[config.mk]
export PLATFORM = sky130hd
export DESIGN_NAME = sram_march_bist_ctrl
export DESIGN_NICKNAME = d
export VERILOG_FILES = /design/src/rtl/sram_march_bist_ctrl.sv
export SDC_FILE = /design/constraint.sdc
export NUM_CORES = 1
export LEC_CHECK = 0
export BUFFER_PORTS_ARGS = -buffer_cell sky130_fd_sc_hd__buf_2
export CELL_PAD_IN_SITES_DETAIL_PLACEMENT = 1
export CELL_PAD_IN_SITES_GLOBAL_PLACEMENT = 2
export CORE_MARGIN = 2
export CORE_UTILIZATION = 34
export CTS_CLUSTER_SIZE = 28
export DETAILED_ROUTE_END_ITERATION = 6
export GPL_TIMING_DRIVEN = 0
export PLACE_DENSITY_LB_ADDON = 0.25
export SYNTH_ARGS = -nofsm -noshare
export SYNTH_HDL_FRONTEND = slang
export SYNTH_SLANG_ARGS = --single-unit
[constraint.sdc]
create_clock -name clk_i -period 5.5 [get_ports clk_i]
set_input_delay 1.1 -clock clk_i [delete_from_list [all_inputs] [get_ports clk_i]]
set_output_delay 1.1 -clock clk_i [all_outputs]
set_load 0.02 [all_outputs]
[src/rtl/sram_march_bist_ctrl.sv]
// March C- BIST controller for single-port SRAM macros with a BIST port.
// Drives the macro BIST_* pins, checks every read one cycle later and keeps first-fail diagnostics.
module sram_march_bist_ctrl #(
    parameter int ADDR_W = 8,
    parameter int DATA_W = 8,
    parameter int DEPTH  = 256
) (
    input  logic              clk_i,
    input  logic              rst_i,
    input  logic              start_i,
    output logic              busy_o,
    output logic              done_o,
    output logic              pass_o,
    output logic              fail_o,
    output logic [ADDR_W-1:0] fail_addr_o,
    output logic [2:0]        fail_elem_o,
    output logic [DATA_W-1:0] fail_bits_o,
    output logic [7:0]        fail_cnt_o,
    output logic              bist_en_o,
    output logic              bist_men_o,
    output logic              bist_wen_o,
    output logic              bist_ren_o,
    output logic [ADDR_W-1:0] bist_addr_o,
    output logic [DATA_W-1:0] bist_din_o,
    output logic [DATA_W-1:0] bist_bm_o,
    input  logic [DATA_W-1:0] bist_dout_i,
    output logic [1:0]        dbg_state_o
);
    // Handshake: start_i is a level request sampled only in IDLE; the request is
    // taken at the edge where busy_o rises, and done_o pulses once before busy_o falls.
    typedef enum logic [1:0] {IDLE, RUN, DRAIN, DONE} state_t;

    localparam logic [ADDR_W-1:0] LAST = ADDR_W'(DEPTH - 1);
    localparam logic [DATA_W-1:0] ONES = '1;

    state_t            state;
    logic [2:0]        elem;
    logic              cmp_valid;
    logic [DATA_W-1:0] cmp_exp;
    logic [ADDR_W-1:0] cmp_addr;
    logic [2:0]        cmp_elem;
    logic [DATA_W-1:0] diff;
    logic              miscmp;
    logic              up, at_end, run_end, n_rd;
    logic [2:0]        n_elem;
    logic [ADDR_W-1:0] n_addr;
    logic [DATA_W-1:0] n_din;

    assign dbg_state_o = state;
    assign diff        = bist_dout_i ^ cmp_exp;
    assign miscmp      = cmp_valid && (diff != '0);

    // Next operation derived from the operation currently on the pins.
    always_comb begin
        n_elem  = elem;
        n_addr  = bist_addr_o;
        n_rd    = 1'b0;
        run_end = 1'b0;
        up      = (elem != 3'd3) && (elem != 3'd4);
        at_end  = up ? (bist_addr_o == LAST) : (bist_addr_o == '0);
        if (bist_ren_o && elem != 3'd5) begin
            n_rd = 1'b0;
        end else if (at_end) begin
            run_end = (elem == 3'd5);
            n_elem  = elem + 3'd1;
            n_rd    = 1'b1;
            n_addr  = (elem == 3'd2 || elem == 3'd3) ? LAST : '0;
        end else begin
            n_addr = up ? bist_addr_o + 1'b1 : bist_addr_o - 1'b1;
            n_rd   = (elem != 3'd0);
        end
        n_din = (!n_rd && (n_elem == 3'd1 || n_elem == 3'd3)) ? ONES : '0;
    end

    always_ff @(posedge clk_i) begin
        if (rst_i) begin
            state       <= IDLE;
            elem        <= '0;
            cmp_valid   <= 1'b0;
            cmp_exp     <= '0;
            cmp_addr    <= '0;
            cmp_elem    <= '0;
            busy_o      <= 1'b0;
            done_o      <= 1'b0;
            pass_o      <= 1'b0;
            fail_o      <= 1'b0;
            fail_addr_o <= '0;
            fail_elem_o <= '0;
            fail_bits_o <= '0;
            fail_cnt_o  <= '0;
            bist_en_o   <= 1'b0;
            bist_men_o  <= 1'b0;
            bist_wen_o  <= 1'b0;
            bist_ren_o  <= 1'b0;
            bist_addr_o <= '0;
            bist_din_o  <= '0;
            bist_bm_o   <= '0;
        end else begin
            done_o    <= 1'b0;
            cmp_valid <= (state == RUN) && bist_ren_o;
            cmp_exp   <= (elem == 3'd2 || elem == 3'd4) ? ONES : '0;
            cmp_addr  <= bist_addr_o;
            cmp_elem  <= elem;
            if (miscmp) begin
                if (fail_cnt_o == '0) begin
                    fail_addr_o <= cmp_addr;
                    fail_elem_o <= cmp_elem;
                    fail_bits_o <= diff;
                end
                if (fail_cnt_o != 8'hFF) fail_cnt_o <= fail_cnt_o + 8'd1;
            end
            case (state)
                IDLE: if (start_i) begin
                    state       <= RUN;
                    elem        <= '0;
                    busy_o      <= 1'b1;
                    pass_o      <= 1'b0;
                    fail_o      <= 1'b0;
                    fail_addr_o <= '0;
                    fail_elem_o <= '0;
                    fail_bits_o <= '0;
                    fail_cnt_o  <= '0;
                    bist_en_o   <= 1'b1;
                    bist_bm_o   <= ONES;
                    bist_men_o  <= 1'b1;
                    bist_wen_o  <= 1'b1;
                    bist_ren_o  <= 1'b0;
                    bist_addr_o <= '0;
                    bist_din_o  <= '0;
                end
                RUN: begin
                    elem        <= n_elem;
                    bist_addr_o <= n_addr;
                    bist_din_o  <= n_din;
                    bist_men_o  <= !run_end;
                    bist_ren_o  <= n_rd && !run_end;
                    bist_wen_o  <= !n_rd && !run_end;
                    if (run_end) state <= DRAIN;
                end
                DRAIN: begin
                    // The final E5 compare resolves in this cycle, so fold it in here.
                    state  <= DONE;
                    done_o <= 1'b1;
                    pass_o <= !miscmp && (fail_cnt_o == '0);
                    fail_o <= miscmp || (fail_cnt_o != '0);
                end
                DONE: begin
                    state       <= IDLE;
                    busy_o      <= 1'b0;
                    bist_en_o   <= 1'b0;
                    bist_bm_o   <= '0;
                    bist_addr_o <= '0;
                end
                default: state <= IDLE;
            endcase
        end
    end
endmodule

# ---- After elaboration in Yosys (flattened, before gate mapping)
# Cells that the tools add are included.
dict set report classes {
  mux 48
  n_eq_ne 17
  reduce_logical 30
  bitwise 1
  addsub 4
}
# op n
set ops {}
lappend ops {{$mux W8} 20}
lappend ops {{$pmux W8 S2} 2}
lappend ops {{$pmux W8 S3} 1}
lappend ops {{$mux W3} 7}
lappend ops {{$add A8 B1 Y8 const B} 2}
lappend ops {{$logic_not A8 Y1} 2}
lappend ops {{$reduce_bool A8 Y1} 2}
lappend ops {{$pmux W1 S2} 6}
lappend ops {{$eq A3 B2 Y1 const B} 3}
lappend ops {{$eq A8 B8 Y1 const B} 1}
lappend ops {{$logic_and A1 B1 Y1} 8}
lappend ops {{$mux W1} 8}
lappend ops {{$ne A8 B8 Y1 const B} 1}
lappend ops {{$pmux W2 S4} 1}
lappend ops {{$reduce_and A2 Y1} 4}
lappend ops {{$sub A8 B1 Y8 const B} 1}
lappend ops {{$xor A8 B8 Y8} 1}
lappend ops {{$eq A3 B3 Y1 const B} 2}
lappend ops {{$ne A2 B2 Y1 const B} 3}
lappend ops {{$ne A3 B3 Y1 const B} 2}
lappend ops {{$pmux W3 S2} 1}
lappend ops {{$reduce_bool A2 Y1} 3}
lappend ops {{$reduce_bool A3 Y1} 2}
lappend ops {{$eq A2 B2 Y1 const B} 2}
lappend ops {{other kinds (9)} 15}
dict set report totals {
  reg_bits 83
  word_cells 120
  out_inout_bits 61
}

# ---- Longest topological paths before layout
dict set report depth {
  ltp_word 10
  depth_mapped 10
}

# ---- Worst setup path before layout
# Ideal clock, no wire load.
dict set report synth_timing {
  path_type {input-to-reg}
  from {input port bist_dout_i[1]}
  to {register fail_cnt_o[2]}
  setup_time_ns 0.116
  path_slack_ns 2.857
  arrival_time_ns 2.527
  path_stages 5
  path_cell_list {or4_1 -> mux2_2 -> o21ai_0 -> nor2_1 -> a31o_2}
}
dict set report synth_between {
  elab_chain_cells 6
}
# element line
set synth_rtl {}
lappend synth_rtl {{start, declared} 26} ;# input logic [DATA_W-1:0] bist_dout_i,
lappend synth_rtl {{$xor A8 B8 Y8 (*)} 50} ;# assign diff = bist_dout_i ^ cmp_exp;
lappend synth_rtl {{$reduce_bool A8 Y1 (*)} 51} ;# assign miscmp = cmp_valid && (diff != '0);
lappend synth_rtl {{$logic_and A1 B1 Y1 (*)} 51}
lappend synth_rtl {{$mux W8 (*)} 104} ;# if (miscmp) begin
lappend synth_rtl {{$mux W8} 113} ;# IDLE: if (start_i) begin
lappend synth_rtl {{$mux W8 (*)} 112} ;# case (state)
lappend synth_rtl {{end signal, assigned} 110} ;# if (fail_cnt_o != 8'hFF) fail_cnt_o <= fail_cnt_o + 8'd1;
lappend synth_rtl {{end, declared} 18} ;# output logic [7:0] fail_cnt_o,
# Mark *: on every way between the ends. The rest lies on a longest branch, timed or not.
# A chain may end at the register's enable or synchronous reset.

# ---- Final worst setup path
dict set report layout_timing {
  from {register elem[0]}
  to {register bist_addr_o[6]}
}
dict set report layout_between {
  elab_chain_cells 6
  word_cells_on_any_way 16
  cone_classes {eq/ne (6); mux (6); reduce/logical (4)}
}
# element line
set layout_rtl {}
lappend layout_rtl {{start, declared} 37} ;# logic [2:0] elem;
lappend layout_rtl {{start signal, assigned} 132} ;# elem <= n_elem;
lappend layout_rtl {{$ne A3 B2 Y1 (tied with other cells)} 59} ;# up = (elem != 3'd3) && (elem != 3'd4);
lappend layout_rtl {{$logic_and A1 B1 Y1 / $logic_or A1 B1 Y1 (equally long branches)} {59, 67}}
lappend layout_rtl {{$mux W8 (tied with other cells)} 69} ;# n_addr = up ? bist_addr_o + 1'b1 : bist_addr_o - 1'b1;
lappend layout_rtl {{$mux W8} 63} ;# end else if (at_end) begin
lappend layout_rtl {{$mux W8} 61} ;# if (bist_ren_o && elem != 3'd5) begin
lappend layout_rtl {{$pmux W8 S3} 112}
lappend layout_rtl {{end signal, assigned} 133} ;# bist_addr_o <= n_addr;
lappend layout_rtl {{end, declared} 23} ;# output logic [ADDR_W-1:0] bist_addr_o,
# Parallel ways exist; a longest one is shown, timed or not. The select of a mux whose other input is x is not followed.

==> insert_results.sql <==
INSERT INTO impl_metrics (metric_group, metric, value, unit) VALUES
('critical_path', 'critical_path.slowest_cell', 'sky130_fd_sc_hd__clkbuf_1', ''),
('global_routing', 'gr-usage-all-layers', '18.41', '%'),
('clocking', 'post_cts.repair.setup_buffers', '0', ''),
('critical_path', 'depth_of_the_worst_register_to_register_path', '9', ''),
('routing', 'dr_total_vias', '2913', ''),
('min_path', 'hp-class', 'reg2reg', ''),
('place', 'place_hpwl', '6665', 'microns'),
('run', 'max_cap_violations', '0', ''),
('clocking', 'clock_sink_count', '61', ''),
('clocking', 'cts_buffer_depth', '2', ''),
('timing', 'skew', '0.009077', 'ns'),
('floorplan', 'fp.dieH', '100.4', 'microns'),
('place', 'io_buffers', '71', ''),
('critical_path', 'worst_path_required_time', '5.74', 'ns'),
('critical_path', 'r2r_setup_slack', '2.77', 'ns'),
('logic_synthesis', 'synth.yosys.seq_area_share', '38.67', '%'),
('timing', 'holdWs', '0.4536', 'ns'),
('timing', 'rsz0062_at_grt', 'false', ''),
('final_layout', 'antenna-diode-count', '0', ''),
('clocking', 'clk_latency', '0.35', 'ns'),
('logic_synthesis', 'synth-warning-count', '0', ''),
('logic_synthesis', 'syn-cell-area', '0.003158', 'sq mm'),
('critical_path', 'regToRegEndpoint', 'bist_addr_o[6]', ''),
('power_and_ir_drop', 'vdd_drop_max', '0.1143', 'mV'),
('floorplan', 'num_rows', '35', ''),
('clocking', 'resized_cells_post_cts', '0', ''),
('timing', 'final_period_minus_worst_setup_slack', '2.735', 'ns'),
('routing', 'avgViaCountPerCell', '5.220', ''),
('routing', 'drc', '0', ''),
('floorplan', 'dieWidth', '100.4', 'microns'),
('logic_synthesis', 'synthesis.nets', '390', ''),
('run_status', 'outcome', 'finished, final reports clean', ''),
('critical_path', 'setup_cp_type', 'reg2reg', ''),
('global_routing', 'grt_pass1_vias', '2963', ''),
('logic_synthesis', 'synth-main-ff-cell', 'sky130_fd_sc_hd__dfxtp_1', ''),
('place', 'post-place-ws', '2.498', 'ns'),
('critical_path', 'data_arrival_time_at_the_worst_slack_endpoint', '2.98', 'ns'),
('routing', 'detail_route.first_pass.iterations', '6', ''),
('routing', 'drt_iter0_markers', '56', ''),
('clocking', 'holdBufCountCts', '0', ''),
('global_routing', 'grt_start_max_net_pins', '12', ''),
('timing', 'hold_viol_final', '0', ''),
('floorplan', 'design.die.area', '0.01008', 'sq mm'),
('global_routing', 'grt_pass1_wl', '14520', 'microns'),
('floorplan', 'pin_count', '72', ''),
('timing', 'timing.setup.tns', '0', 'ns'),
('power_and_ir_drop', 'power.total', '1.160', 'mW'),
('final_layout', 'nNetsFinal', '472', ''),
('final_layout', 'fill_cell_total_of_the_finished_layout', '1097', ''),
('logic_synthesis', 'async_flop_share', '0', '%'),
('clocking', 'tritoncts', 'built', ''),
('logic_synthesis', 'synth_top_cells_by_area', 'sky130_fd_sc_hd__dfxtp_1 39%, sky130_fd_sc_hd__ha_1 6.7%, sky130_fd_sc_hd__nor2_1 5.3%', ''),
('timing', 'timing.final.max_slew_violations', '0', ''),
('global_routing', 'grt_antenna_before_repair', '0', ''),
('routing', 'drt-wirelength-per-cell', '15.84', 'microns'),
('timing', 'final.period_utilization', '49.72', '%'),
('logic_synthesis', 'synthesis.instances', '361', ''),
('critical_path', 'timing.critical_path.slowest_cell_delay', '0.43', 'ns'),
('clocking', 'cts-buffers-inserted', '9', ''),
('final_layout', 'synthToLayoutAreaGrowth', '21.36', '%'),
('critical_path', 'crit_top_cell', 'sky130_fd_sc_hd__inv_1', ''),
('logic_synthesis', 'post_synth.cell_area_avg', '8.748', 'sq um'),
('critical_path', 'worst_setup_path_start_kind', 'register', ''),
('routing', 'detail_route.wirelength', '8841', 'microns'),
('power_and_ir_drop', 'power_density_of_the_placed_cells', '302.6', 'mW/mm^2'),
('final_layout', 'post_route_cells_drive_above_1_share', '25.28', '%'),
('logic_synthesis', 'synth.top_cell.area_share', '38.67', '%'),
('critical_path', 'path_cells', 'inv_1 -> ha_1 -> mux2_4 -> inv_1 -> or3_4 -> and2_4 -> clkbuf_1 -> o2111ai_1 -> a22o_1', ''),
('critical_path', 'worst_r2r_start', 'elem[0]', ''),
('timing', 'worst-slew-pin-transition', '0.8463', 'ns'),
('global_routing', 'gr_overflow_total', '0', '');
## worst max path at each step
stage / startpoint / depth (start not counted) / end / slack (ns)
after floorplan: bist_dout_i[1] / 5 / fail_cnt_o[2] / 2.86
after global placement: bist_dout_i[1] / 6 / fail_cnt_o[3] / 2.49
after detailed placement: bist_dout_i[1] / 6 / fail_cnt_o[3] / 2.50
after CTS: elem[0] / 9 / bist_addr_o[6] / 2.78
after global routing: elem[0] / 9 / bist_addr_o[6] / 2.61
final: elem[0] / 9 / bist_addr_o[6] / 2.77
## registers in the layout, summed over array words and instances, names as in the netlist
name and cells:
bist_addr_o 8, bist_bm_o 1, bist_din_o 1, bist_men_o 1
bist_ren_o 1, bist_wen_o 1, cmp_addr 8, cmp_elem 3
cmp_exp 1, cmp_valid 1, dbg_state_o 2, done_o 1
elem 3, fail_addr_o 8, fail_bits_o 8, fail_cnt_o 8
fail_elem_o 3, fail_o 1, pass_o 1
## logic make-up after synthesis
family	count (synthesis)	synth area share (%)
flops	61	38.67
compound gates	75	16.76
mux	18	5.943
buf+inv	46	7.567
fa+ha+maj	18	7.369
xor+xnor	10	2.773
simple gates	133	20.92
## layout by cell type, fill, tap and decap left out, types with 3 or more instances in the layout
cell type and count:
sky130_fd_sc_hd__a31oi_1 8, sky130_fd_sc_hd__xnor2_1 10, sky130_fd_sc_hd__ha_1 17, sky130_fd_sc_hd__a22o_1 7
sky130_fd_sc_hd__clkbuf_1 10, sky130_fd_sc_hd__clkbuf_8 9, sky130_fd_sc_hd__or4_1 5, sky130_fd_sc_hd__and3_1 3
sky130_fd_sc_hd__clkinv_2 3, sky130_fd_sc_hd__nor4_1 4, sky130_fd_sc_hd__nand4_1 6, sky130_fd_sc_hd__dfxtp_1 61
sky130_fd_sc_hd__nor3_1 11, sky130_fd_sc_hd__buf_2 73, sky130_fd_sc_hd__o21a_1 3, sky130_fd_sc_hd__mux2i_1 15
sky130_fd_sc_hd__o2111ai_1 5, sky130_fd_sc_hd__nand3_1 6, sky130_fd_sc_hd__a21oi_1 13, sky130_fd_sc_hd__o21ai_0 9
sky130_fd_sc_hd__nor2_1 45, sky130_fd_sc_hd__a311oi_1 3, sky130_fd_sc_hd__inv_1 17, sky130_fd_sc_hd__buf_4 17
sky130_fd_sc_hd__nor2b_1 12, sky130_fd_sc_hd__nand2_1 27, sky130_fd_sc_hd__and4_1 3, sky130_fd_sc_hd__o211ai_1 3
sky130_fd_sc_hd__a211oi_1 11
## worst max-delay path, delay by kind of cell, from the launching register on
| kind | cells | cell delay [ns] |
|---|---|---|
| buffers and inverters | 3 | 0.77 |
| multiplexers | 1 | 0.35 |
| flip-flops | 1 | 0.42 |
| AND/OR/NAND/NOR | 2 | 0.34 |
| AO/OA/AOI/OAI | 2 | 0.44 |
| adder cells (fa/ha/maj) | 1 | 0.30 |
## routing by layer
| metal | share of wire (%) | wire length [microns] | vias to the layer above | global-route usage (%) |
|---|---|---|---|---|
| li1 | - | - | 1443 | - |
| met1 | 46 | 4059 | 1402 | 22.80 |
| met2 | 49 | 4344 | 58 | 31.60 |
| met3 | 3.5 | 307 | 10 | 3.969 |
| met4 | 1.5 | 129 | 0 | 6.322 |
| met5 | 0 | 0 | - | 0 |
## per-stage QoR
step | utilization, % | instances
final | 42.07 | 558
after global routing | 42.07 | 558
after CTS | 42.07 | 558
after detailed placement | 40.10 | 543
after global placement | 40.10 | 543
after floorplan | - | 361
## cell usage after synthesis, drive strengths merged (2+ instances only)
cell / instances
xnor2: 10
o21bai: 2
a22o: 7
or4: 6
buf: 19
and3: 3
nor2: 45
o21ai: 9
o2111ai: 5
nand2: 27
nand4: 6
o211ai: 3
o21a: 3
a31o: 2
inv: 17
and2: 3
mux2i: 15
ha: 17
or3: 3
nor3: 11
a41oi: 2
a311oi: 3
clkbuf: 9
nand3: 6
a21oi: 13
nand2b: 2
nor2b: 12
a31oi: 8
a211oi: 11
mux2: 3
nor4: 4
dfxtp: 61
and4: 3
## power breakdown
part	total (mW)	leakage [nW]	internal (mW)	switching [mW]
Clock	0.384	0.0919	0.204	0.180
Sequential	0.484	0.493	0.461	0.0232
Combinational	0.291	1.06	0.103	0.189
## layout make-up
class,count,area [sq um],share of cell area (%)
multi-input cells,254,1698,44.30
flip-flops and latches,61,1221,31.86
repair buffers,71,355.3,9.272
plain buffers,28,171.4,4.473
well taps,111,138.9,3.624
clock buffers,10,127.6,3.330
inverters,18,67.56,1.763
clock inverters,5,52.55,1.371
Power figures use the tool's default switching activity.
